`src/rtl/ifu_fetch_if.sv`:
```
// Fetch-stage bus bundle: instruction-memory request/response, the
// decode-side handshake, the execute redirect and the sticky error flag.
interface ifu_fetch_if #(
    parameter int XLEN = 32
);
    logic            imem_req_valid;
    logic            imem_req_ready;
    logic [XLEN-1:0] imem_req_addr;
    logic            imem_rsp_valid;
    logic [XLEN-1:0] imem_rsp_data;
    logic            id_valid;
    logic            id_ready;
    logic [XLEN-1:0] id_inst;
    logic [XLEN-1:0] id_pc;
    logic            redirect_valid;
    logic [XLEN-1:0] redirect_pc;
    logic            fetch_err;

    // Fetch unit side
    modport master (
        output imem_req_valid,
        input  imem_req_ready,
        output imem_req_addr,
        input  imem_rsp_valid,
        input  imem_rsp_data,
        output id_valid,
        input  id_ready,
        output id_inst,
        output id_pc,
        input  redirect_valid,
        input  redirect_pc,
        output fetch_err
    );

    // Environment side: memory, decode and execute
    modport slave (
        input  imem_req_valid,
        output imem_req_ready,
        input  imem_req_addr,
        output imem_rsp_valid,
        output imem_rsp_data,
        input  id_valid,
        output id_ready,
        input  id_inst,
        input  id_pc,
        output redirect_valid,
        output redirect_pc,
        input  fetch_err
    );
endinterface

```
`src/rtl/ifu_fetch.sv`:
```
// Instruction fetch stage: holds the PC, keeps at most one instruction-memory
// read outstanding, and hands {inst, pc} to decode. Redirects from execute
// restart fetch; a misaligned redirect target halts fetch until reset.
module ifu_fetch #(
    parameter logic [31:0] RESET_PC = 32'h8000_0000,
    parameter int          XLEN     = 32
) (
    input  logic        clk,
    input  logic        rst,
    ifu_fetch_if.master bus
);
    typedef enum logic [2:0] {
        ST_REQ,
        ST_WAIT,
        ST_HOLD,
        ST_DROP,
        ST_HALT
    } state_t;

    state_t          state_reg;
    logic [XLEN-1:0] pc_reg;
    logic            id_valid_reg;
    logic [XLEN-1:0] id_inst_reg;
    logic [XLEN-1:0] id_pc_reg;
    logic            fetch_err_reg;

    logic            req_fire;
    logic            redirect_misaligned;

    // Request is a pure decode of the registered state; it is held low while
    // reset is asserted so nothing leaks out during the reset cycle itself.
    assign bus.imem_req_valid = (state_reg == ST_REQ) && !rst;
    assign bus.imem_req_addr  = {pc_reg[XLEN-1:2], 2'b00};
    assign bus.id_valid       = id_valid_reg;
    assign bus.id_inst        = id_inst_reg;
    assign bus.id_pc          = id_pc_reg;
    assign bus.fetch_err      = fetch_err_reg;

    assign req_fire            = (state_reg == ST_REQ) && bus.imem_req_ready;
    assign redirect_misaligned = (bus.redirect_pc[1:0] != 2'b00);

    // Fetch FSM with PC and decode-side output registers
    always_ff @(posedge clk) begin
        if (rst) begin
            state_reg     <= ST_REQ;
            pc_reg        <= XLEN'(RESET_PC);
            id_valid_reg  <= 1'b0;
            id_inst_reg   <= '0;
            id_pc_reg     <= '0;
            fetch_err_reg <= 1'b0;
        end else if (bus.redirect_valid && (state_reg != ST_HALT)) begin
            // Redirect squashes any held instruction, even one decode is
            // accepting this very cycle; the PC does not advance past it.
            id_valid_reg <= 1'b0;
            if (redirect_misaligned) begin
                fetch_err_reg <= 1'b1;
                state_reg     <= ST_HALT;
            end else begin
                pc_reg <= bus.redirect_pc;
                unique case (state_reg)
                    // A request accepted in the same cycle still owes a response.
                    ST_REQ:  state_reg <= req_fire ? ST_DROP : ST_REQ;
                    ST_WAIT: state_reg <= bus.imem_rsp_valid ? ST_REQ : ST_DROP;
                    ST_HOLD: state_reg <= ST_REQ;
                    // The owed response may land in the redirect cycle; if it
                    // does, nothing is outstanding any more.
                    ST_DROP: state_reg <= bus.imem_rsp_valid ? ST_REQ : ST_DROP;
                    default: state_reg <= state_reg;
                endcase
            end
        end else begin
            unique case (state_reg)
                ST_REQ: begin
                    if (bus.imem_req_ready) begin
                        state_reg <= ST_WAIT;
                    end
                end
                ST_WAIT: begin
                    if (bus.imem_rsp_valid) begin
                        id_inst_reg  <= bus.imem_rsp_data;
                        id_pc_reg    <= pc_reg;
                        id_valid_reg <= 1'b1;
                        state_reg    <= ST_HOLD;
                    end
                end
                ST_HOLD: begin
                    if (bus.id_ready) begin
                        pc_reg       <= pc_reg + XLEN'(4);
                        id_valid_reg <= 1'b0;
                        state_reg    <= ST_REQ;
                    end
                end
                ST_DROP: begin
                    if (bus.imem_rsp_valid) begin
                        state_reg <= ST_REQ;
                    end
                end
                default: begin
                    // Halted: everything frozen until reset.
                    state_reg <= ST_HALT;
                end
            endcase
        end
    end
endmodule
```
`src/flat_wrapper.sv`:
```
// flat-port wrapper written by rule: the top's interface ports become plain ports
module ifu_fetch_flat 
#(
    parameter logic [31:0] RESET_PC = 32'h8000_0000,
    parameter int          XLEN     = 32
)
  (clk, rst, bus_imem_req_valid, bus_imem_req_ready, bus_imem_req_addr, bus_imem_rsp_valid, bus_imem_rsp_data, bus_id_valid, bus_id_ready, bus_id_inst, bus_id_pc, bus_redirect_valid, bus_redirect_pc, bus_fetch_err);
  ifu_fetch_if #(.XLEN(XLEN)) bus_i ();
  input  logic clk;
  input  logic rst;
  output wire logic [$bits(bus_i.imem_req_valid)-1:0] bus_imem_req_valid;
  input wire logic [$bits(bus_i.imem_req_ready)-1:0] bus_imem_req_ready;
  output wire logic [$bits(bus_i.imem_req_addr)-1:0] bus_imem_req_addr;
  input wire logic [$bits(bus_i.imem_rsp_valid)-1:0] bus_imem_rsp_valid;
  input wire logic [$bits(bus_i.imem_rsp_data)-1:0] bus_imem_rsp_data;
  output wire logic [$bits(bus_i.id_valid)-1:0] bus_id_valid;
  input wire logic [$bits(bus_i.id_ready)-1:0] bus_id_ready;
  output wire logic [$bits(bus_i.id_inst)-1:0] bus_id_inst;
  output wire logic [$bits(bus_i.id_pc)-1:0] bus_id_pc;
  input wire logic [$bits(bus_i.redirect_valid)-1:0] bus_redirect_valid;
  input wire logic [$bits(bus_i.redirect_pc)-1:0] bus_redirect_pc;
  output wire logic [$bits(bus_i.fetch_err)-1:0] bus_fetch_err;
  assign bus_imem_req_valid = bus_i.imem_req_valid;
  assign bus_i.imem_req_ready = bus_imem_req_ready;
  assign bus_imem_req_addr = bus_i.imem_req_addr;
  assign bus_i.imem_rsp_valid = bus_imem_rsp_valid;
  assign bus_i.imem_rsp_data = bus_imem_rsp_data;
  assign bus_id_valid = bus_i.id_valid;
  assign bus_i.id_ready = bus_id_ready;
  assign bus_id_inst = bus_i.id_inst;
  assign bus_id_pc = bus_i.id_pc;
  assign bus_i.redirect_valid = bus_redirect_valid;
  assign bus_i.redirect_pc = bus_redirect_pc;
  assign bus_fetch_err = bus_i.fetch_err;
  ifu_fetch #(.RESET_PC(RESET_PC), .XLEN(XLEN)) u_core (.clk(clk), .rst(rst), .bus(bus_i));
endmodule
```
`config.mk`:
```
export PLATFORM = sky130hd
export DESIGN_NAME = ifu_fetch_flat
export DESIGN_NICKNAME = d
export VERILOG_FILES = /design/src/rtl/ifu_fetch_if.sv /design/src/rtl/ifu_fetch.sv /design/src/flat_wrapper.sv
export SDC_FILE = /design/constraint.sdc
export NUM_CORES = 1
export LEC_CHECK = 0
export CORE_MARGIN = 2
export CORE_UTILIZATION = 57
export DETAILED_ROUTE_END_ITERATION = 6
export DONT_BUFFER_PORTS = 1
export GPL_ROUTABILITY_DRIVEN = 1
export PLACE_DENSITY = 0.81
export SETUP_SLACK_MARGIN = 0.15
export SYNTH_ARGS = -nofsm -noshare
export SYNTH_HDL_FRONTEND = slang
export SYNTH_SLANG_ARGS = --single-unit
```
`constraint.sdc`:
```
create_clock -name clk -period 1.8 [get_ports clk]
set_input_delay 0.27 -clock clk [delete_from_list [all_inputs] [get_ports clk]]
set_output_delay 0.27 -clock clk [all_outputs]
set_load 0.05 [all_outputs]
```
==> impl_metrics.tcl, run 1 <==
set metrics [dict create \
    cap_viol_max_count 0 \
    holdBufCountCts 1 \
    setup_viol 0 \
    crit_top_cell "a22oi_2" \
    worstSkewPairLatency_ps 380 \
    synth-edff-count 0 \
    r2r_end "u_core.pc_reg[30]" \
    period_share_pct 94.2 \
    yosysMostFrequentCell "nand2_1" \
    syn_area_mm2 0.00519 \
    slowest_delay_ps 430 \
    worst_setup_path_end_kind "flip-flop" \
    worstSetupPathType "reg -> reg" \
    yosys_most_used_dff "dfxtp_1" \
    worstPathMaxFanout 5 \
    cts_tree "yes" \
    reg2regPathDepth 6 \
    max-vdd-ir-drop_v 0.000448 \
    whs_endpoint "u_core.bus.id_pc[21]" \
    leakagePower_nw 2.07 \
    holdWs_ps -51.5 \
    finish.instance_area_mm2 0.00604 \
    dr.pass1.iters 5 \
    seq_area_frac_synth_pct 39.0 \
    slew_headroom_pct 63.9 \
    wire_per_inst_um 21.3 \
    rsz0062_at_grt "true" \
    synthesis.instances 652 \
    crit_chain "or3b_4, a22oi_2, buf_4, buf_6, a22oi_2, o221ai_1" \
    synthArstFlopShare_pct 0 \
    start_util_pct 59.2 \
    io_pins 169 \
    root_buffer "clkbuf_8" \
    fp.dieW_um 99.4 \
    drc 0 \
    antennaDiodeCount 0 \
    synth_area_leader_cell "dfxtp_1" \
    post-dp-hpwl_um 11000 \
    cts_sinks 101 \
    final_util_pct 68.9 \
    fmax_ghz 0.590 \
    portBuffers 0 \
    start_kind "flip-flop" \
    avgSynthCellArea_um2 7.96 \
    yosysUniqueCellTypes 73 \
    crit_buf_inv 2 \
    clk_pin_slew_ps 110 \
    hold_path_class "in -> reg" \
    dpl-instance-area_mm2 0.00542 \
    r2r_slack_ps 100 \
    drt_wl_total_um 16600 \
    fin_setup_tns_ps 0 \
    numCtsBuffers 9 \
    grtUsageTotal_pct 30.9 \
    cp_slowest_cell "or3b_4" \
    worst_pin_slew_ps 540 \
    synth.cells.most_frequent "nand2_1 (148), dfxtp_1 (101), a21oi_1 (85)" \
    final_hold_viol_count 20 \
    chipHeight_um 99.4 \
    grt_overflow_total 0 \
    fin_worst_skew_ps 20.5 \
    drive_gt1_share_pct 24.1 \
    dieArea_mm2 0.00988 \
    startpoint "u_core.state_reg[0]" \
    hp-start "rst" \
    failed_checks "negative hold slack" \
    grt_pass1_vias 4852 \
    cp_top_family "compound AO/OA/AOI/OAI gates" \
    area_delta_synth_final_pct 16.3 \
    rows 34 \
    ys_seq_elements 101 \
    synth_warnings 0 \
    grt_pass1_wl_um 24400 \
    r2r-start "u_core.state_reg[0]" \
    drv_slew 0 \
    ant_nets 0 \
    cp.required_ps 2080 \
    grt_start_max_net_pins 107 \
    post-route-min-period_ps 1700 \
    synth.area.top_cells "dfxtp_1 (39%), nand2_1 (11%), a21oi_1 (8.2%)" \
    clk_path_buf_depth 2 \
    antenna_found_initial 0 \
    nNetsFinal 739 \
    status "finished with violations" \
    hold_depth 1 \
    cp_data_arrival_time_ps 1980 \
    drt-initial-drc-count 361 \
    routed_via_density 6.58 \
    synthDominantCellAreaShare_pct 39.0 \
    vias 5141 \
    core_area_mm2 0.00876 \
    place.gp.congestion 0.950 \
    power.density_mw_per_mm2 784 \
    h-tree-depth 3 \
]
==> stage by stage <==
step | cells | total power [mW] | setup slack (ps)
after floorplan | 653 | 3.10 | 133
after global placement | 748 | 3.20 | 68.0
after detailed placement | 748 | 3.22 | 31.8
after CTS | 770 | 4.66 | 107
after global routing | 781 | 4.88 | 34.6
final | 781 | 4.73 | 104
==> worst max-delay path by stage <==
stage,endpoint,slack (ps),depth (start not counted)
6_report,u_core.pc_reg[30],100,6
5_1_grt,u_core.pc_reg[12],30,5
4_1_cts,u_core.pc_reg[18],110,5
3_5_place_dp,u_core.pc_reg[30],30,6
3_3_place_gp,u_core.pc_reg[31],70,5
2_1_floorplan,u_core.pc_reg[27],130,7
==> where the power goes <==
part / total (mW) / switching (mW) / internal (mW)
logic: 0.843 / 0.523 / 0.319
registers: 2.45 / 0.150 / 2.30
clock network: 1.44 / 0.869 / 0.574
total: 4.73 / 1.54 / 3.19
==> logic make-up (layout without fill, tap and decap cells) <==
family,after synthesis,in the layout,synth area share (%)
simple gates,270,270,26.2
other cells,1,2,0.0723
buf+inv,100,120,11.0
fa+ha+maj,1,1,0.241
mux,6,6,1.16
flops,101,101,39.0
compound gates,173,173,22.3
==> per-layer routing <==
metal | up-vias | global-route usage [%] | wire length [um]
met4 | 0 | 14.1 | 718
met2 | 300 | 52.9 | 7930
met1 | 2433 | 37.1 | 6370
met3 | 64 | 6.68 | 1590
met5 | - | 0 | 0
li1 | 2344 | - | -
==> worst register-to-register path: cells and delay by family, from the launching register on <==
family	cells	cell delay, ps
AO/OA/AOI/OAI	3	480
AND/OR/NAND/NOR	1	430
flip-flops	1	390
buffers and inverters	2	300
==> layout by cell type (no fill, tap or decap), types with 4 or more instances in the layout <==
| cell | count |
|---|---|
| dfxtp_4 | 8 |
| and4_1 | 6 |
| buf_12 | 4 |
| nand2_1 | 147 |
| inv_1 | 12 |
| a211oi_1 | 7 |
| nor3_1 | 7 |
| o21ai_0 | 7 |
| clkbuf_8 | 10 |
| dfxtp_2 | 9 |
| buf_4 | 72 |
| a21oi_1 | 84 |
| nor4_1 | 4 |
| o211ai_1 | 6 |
| dfxtp_1 | 84 |
| buf_6 | 10 |
| nand4_1 | 26 |
| a22oi_1 | 7 |
| nor2_1 | 17 |
| a31oi_1 | 6 |
| or3_1 | 6 |
| mux2i_1 | 6 |
| nand3_1 | 11 |
| o311ai_1 | 4 |
| and3_1 | 10 |
==> area by class of cell <==
cell class                      instances  area [um2]
Clock buffer                           11         141
Clock inverter                          5        53.8
Fill cell                             700        2730
Inverter                               13        48.8
Multi-Input combinational cell        452        2770
Sequential cell                       101        2060
Tap cell                              108         135
Timing Repair Buffer                   91         826
==> repair_timing <==
action	4_1_cts	5_1_grt
resized for setup	25	45
setup buffers	4	10
setup endpoints to repair	61	82
pin swaps	4	15
cloned	1	1
endpoints found under the hold margin	73	72
No activity file was read; power rests on OpenSTA's default activity.
==> inputs of run 2 (changes only) <==
Settings changed: CORE_UTILIZATION 57 to 45, PLACE_DENSITY 0.81 to 0.68.
==> impl_metrics.tcl, run 2 (same netlist as run 1, synthesis figures left out) <==
set metrics [dict create \
    status "finished with violations" \
    failed_checks "design-rule violations" \
    grt_pass1_wl_um 25800 \
    drt_wl_total_um 16600 \
    worst_setup_path_end_kind "flip-flop" \
    rows 39 \
    cp_data_arrival_time_ps 1940 \
    fmax_ghz 0.583 \
    drc 5 \
    final_util_pct 54.0 \
    setup_viol 0 \
    worstSkewPairLatency_ps 350 \
    finish.instance_area_mm2 0.00611 \
    clk_path_buf_depth 2 \
    max-vdd-ir-drop_v 0.000904 \
    cts_sinks 101 \
    antennaDiodeCount 0 \
    dieArea_mm2 0.0124 \
    period_share_pct 95.3 \
    leakagePower_nw 2.07 \
    dpl-instance-area_mm2 0.00544 \
    clk_pin_slew_ps 70 \
    numCtsBuffers 9 \
    chipHeight_um 111 \
    core_area_mm2 0.0113 \
    h-tree-depth 3 \
    layout_setup_ws_ps 84.9 \
    io_pins 169 \
    grtUsageTotal_pct 25.8 \
    power.density_mw_per_mm2 890 \
    start_util_pct 45.8 \
    drv_slew 0 \
    fin_setup_tns_ps 0 \
    portBuffers 0 \
    fill_cells 1063 \
    ant_nets 0 \
    cp.required_ps 2020 \
    worst_pin_slew_ps 537 \
    rsz0062_at_grt "true" \
    grt_pass1_vias 4896 \
    nNetsFinal 733 \
    antenna_found_initial 0 \
    hold_path_class "in -> reg" \
    place.gp.congestion 0.923 \
    cap_viol_max_count 0 \
    final_common_cell "nand2_1" \
    seqCellArea_mm2 0.00205 \
    dr.pass1.iters 7 \
    start_kind "flip-flop" \
    layout_common_cells "nand2_1 (148), dfxtp_1 (88), a21oi_1 (85)" \
    drive_gt1_share_pct 22.8 \
    worstPathMaxFanout 6 \
    fin_worst_skew_ps 5.57 \
    post-route-min-period_ps 1720 \
    wire_per_inst_um 20.5 \
    slew_headroom_pct 64.2 \
    final_hold_viol_count 0 \
    worstSetupPathType "reg -> reg" \
    area_delta_synth_final_pct 17.8 \
    routed_via_density 6.28 \
    post-place-ws_ps -14.4 \
    root_buffer "clkbuf_16" \
    cts_tree "yes" \
    post-dp-hpwl_um 11200 \
    vias 5085 \
    grt_overflow_total 0 \
    drt-initial-drc-count 464 \
    multi_input_area_mm2 0.00277 \
    grt_start_max_net_pins 61 \
    fp.dieW_um 111 \
]
## run 2: changes by cell type in the layout (fill, tap and decap cells not counted), moves of 3 or more
cell,change
clkbuf_16,+8
clkbuf_8,-9
dlygate4sd3_1,+3
or3_4,+3
buf_4,-6
or3_1,-3
dfxtp_4,-5
dfxtp_1,+4
## run 2: cell type report
class	instances	share of cell area, %
multi-input combinational	453	45.4
tap	143	2.93
inverter	13	0.799
clock buffer	12	4.03
sequential	101	33.5
timing repair buffer	84	12.1
clock inverter	4	1.27
## run 2: worst max-delay path, cell delays in order, from the launching register on
cell and delay, ps:
dfxtp_4 360, nand4bb_2 380, o22ai_4 330, buf_4 210, mux2i_1 190, a31oi_1 110
## run 2: through the flow
stage / hold WS (ps) / cells / power [mW]
final: 49.4 / 810 / 5.44
after global routing: 41.3 / 810 / 5.62
after CTS: -15.4 / 804 / 5.41
after detailed placement: 346 / 780 / 3.22
after global placement: 346 / 780 / 3.21
after floorplan: 406 / 653 / 3.10
## run 2: worst paths after layout
path	depth (start not counted)	slack (ps)	start	end
max	5	80	u_core.state_reg[2]	u_core.pc_reg[20]
min	2	50	bus_imem_rsp_data[14]	u_core.bus.id_inst[14]
max reg2reg	5	80	u_core.state_reg[2]	u_core.pc_reg[20]
min reg2reg	2	460	u_core.pc_reg[1]	u_core.bus.id_pc[1]
## run 2: repair_timing
item	4_1_cts	5_1_grt
buffers inserted	6	2
gates resized for setup	22	35
gates cloned	1	0
pin swaps	6	11
hold buffers	1	4
setup endpoints to repair	61	58
endpoints found under the hold margin	60	1
## run 2: per-layer routing
layer	global-route usage [%]	up-vias	wire, um
met5	0	-	0
met1	34.1	2419	6680
met2	39.9	290	7760
met3	5.82	43	1590
met4	12.6	0	599
li1	-	2333	-
## run 2: power by group
part	switching [mW]	total [mW]	internal, mW
Sequential	0.146	2.45	2.30
Clock	0.871	2.14	1.27
Combinational	0.545	0.854	0.310
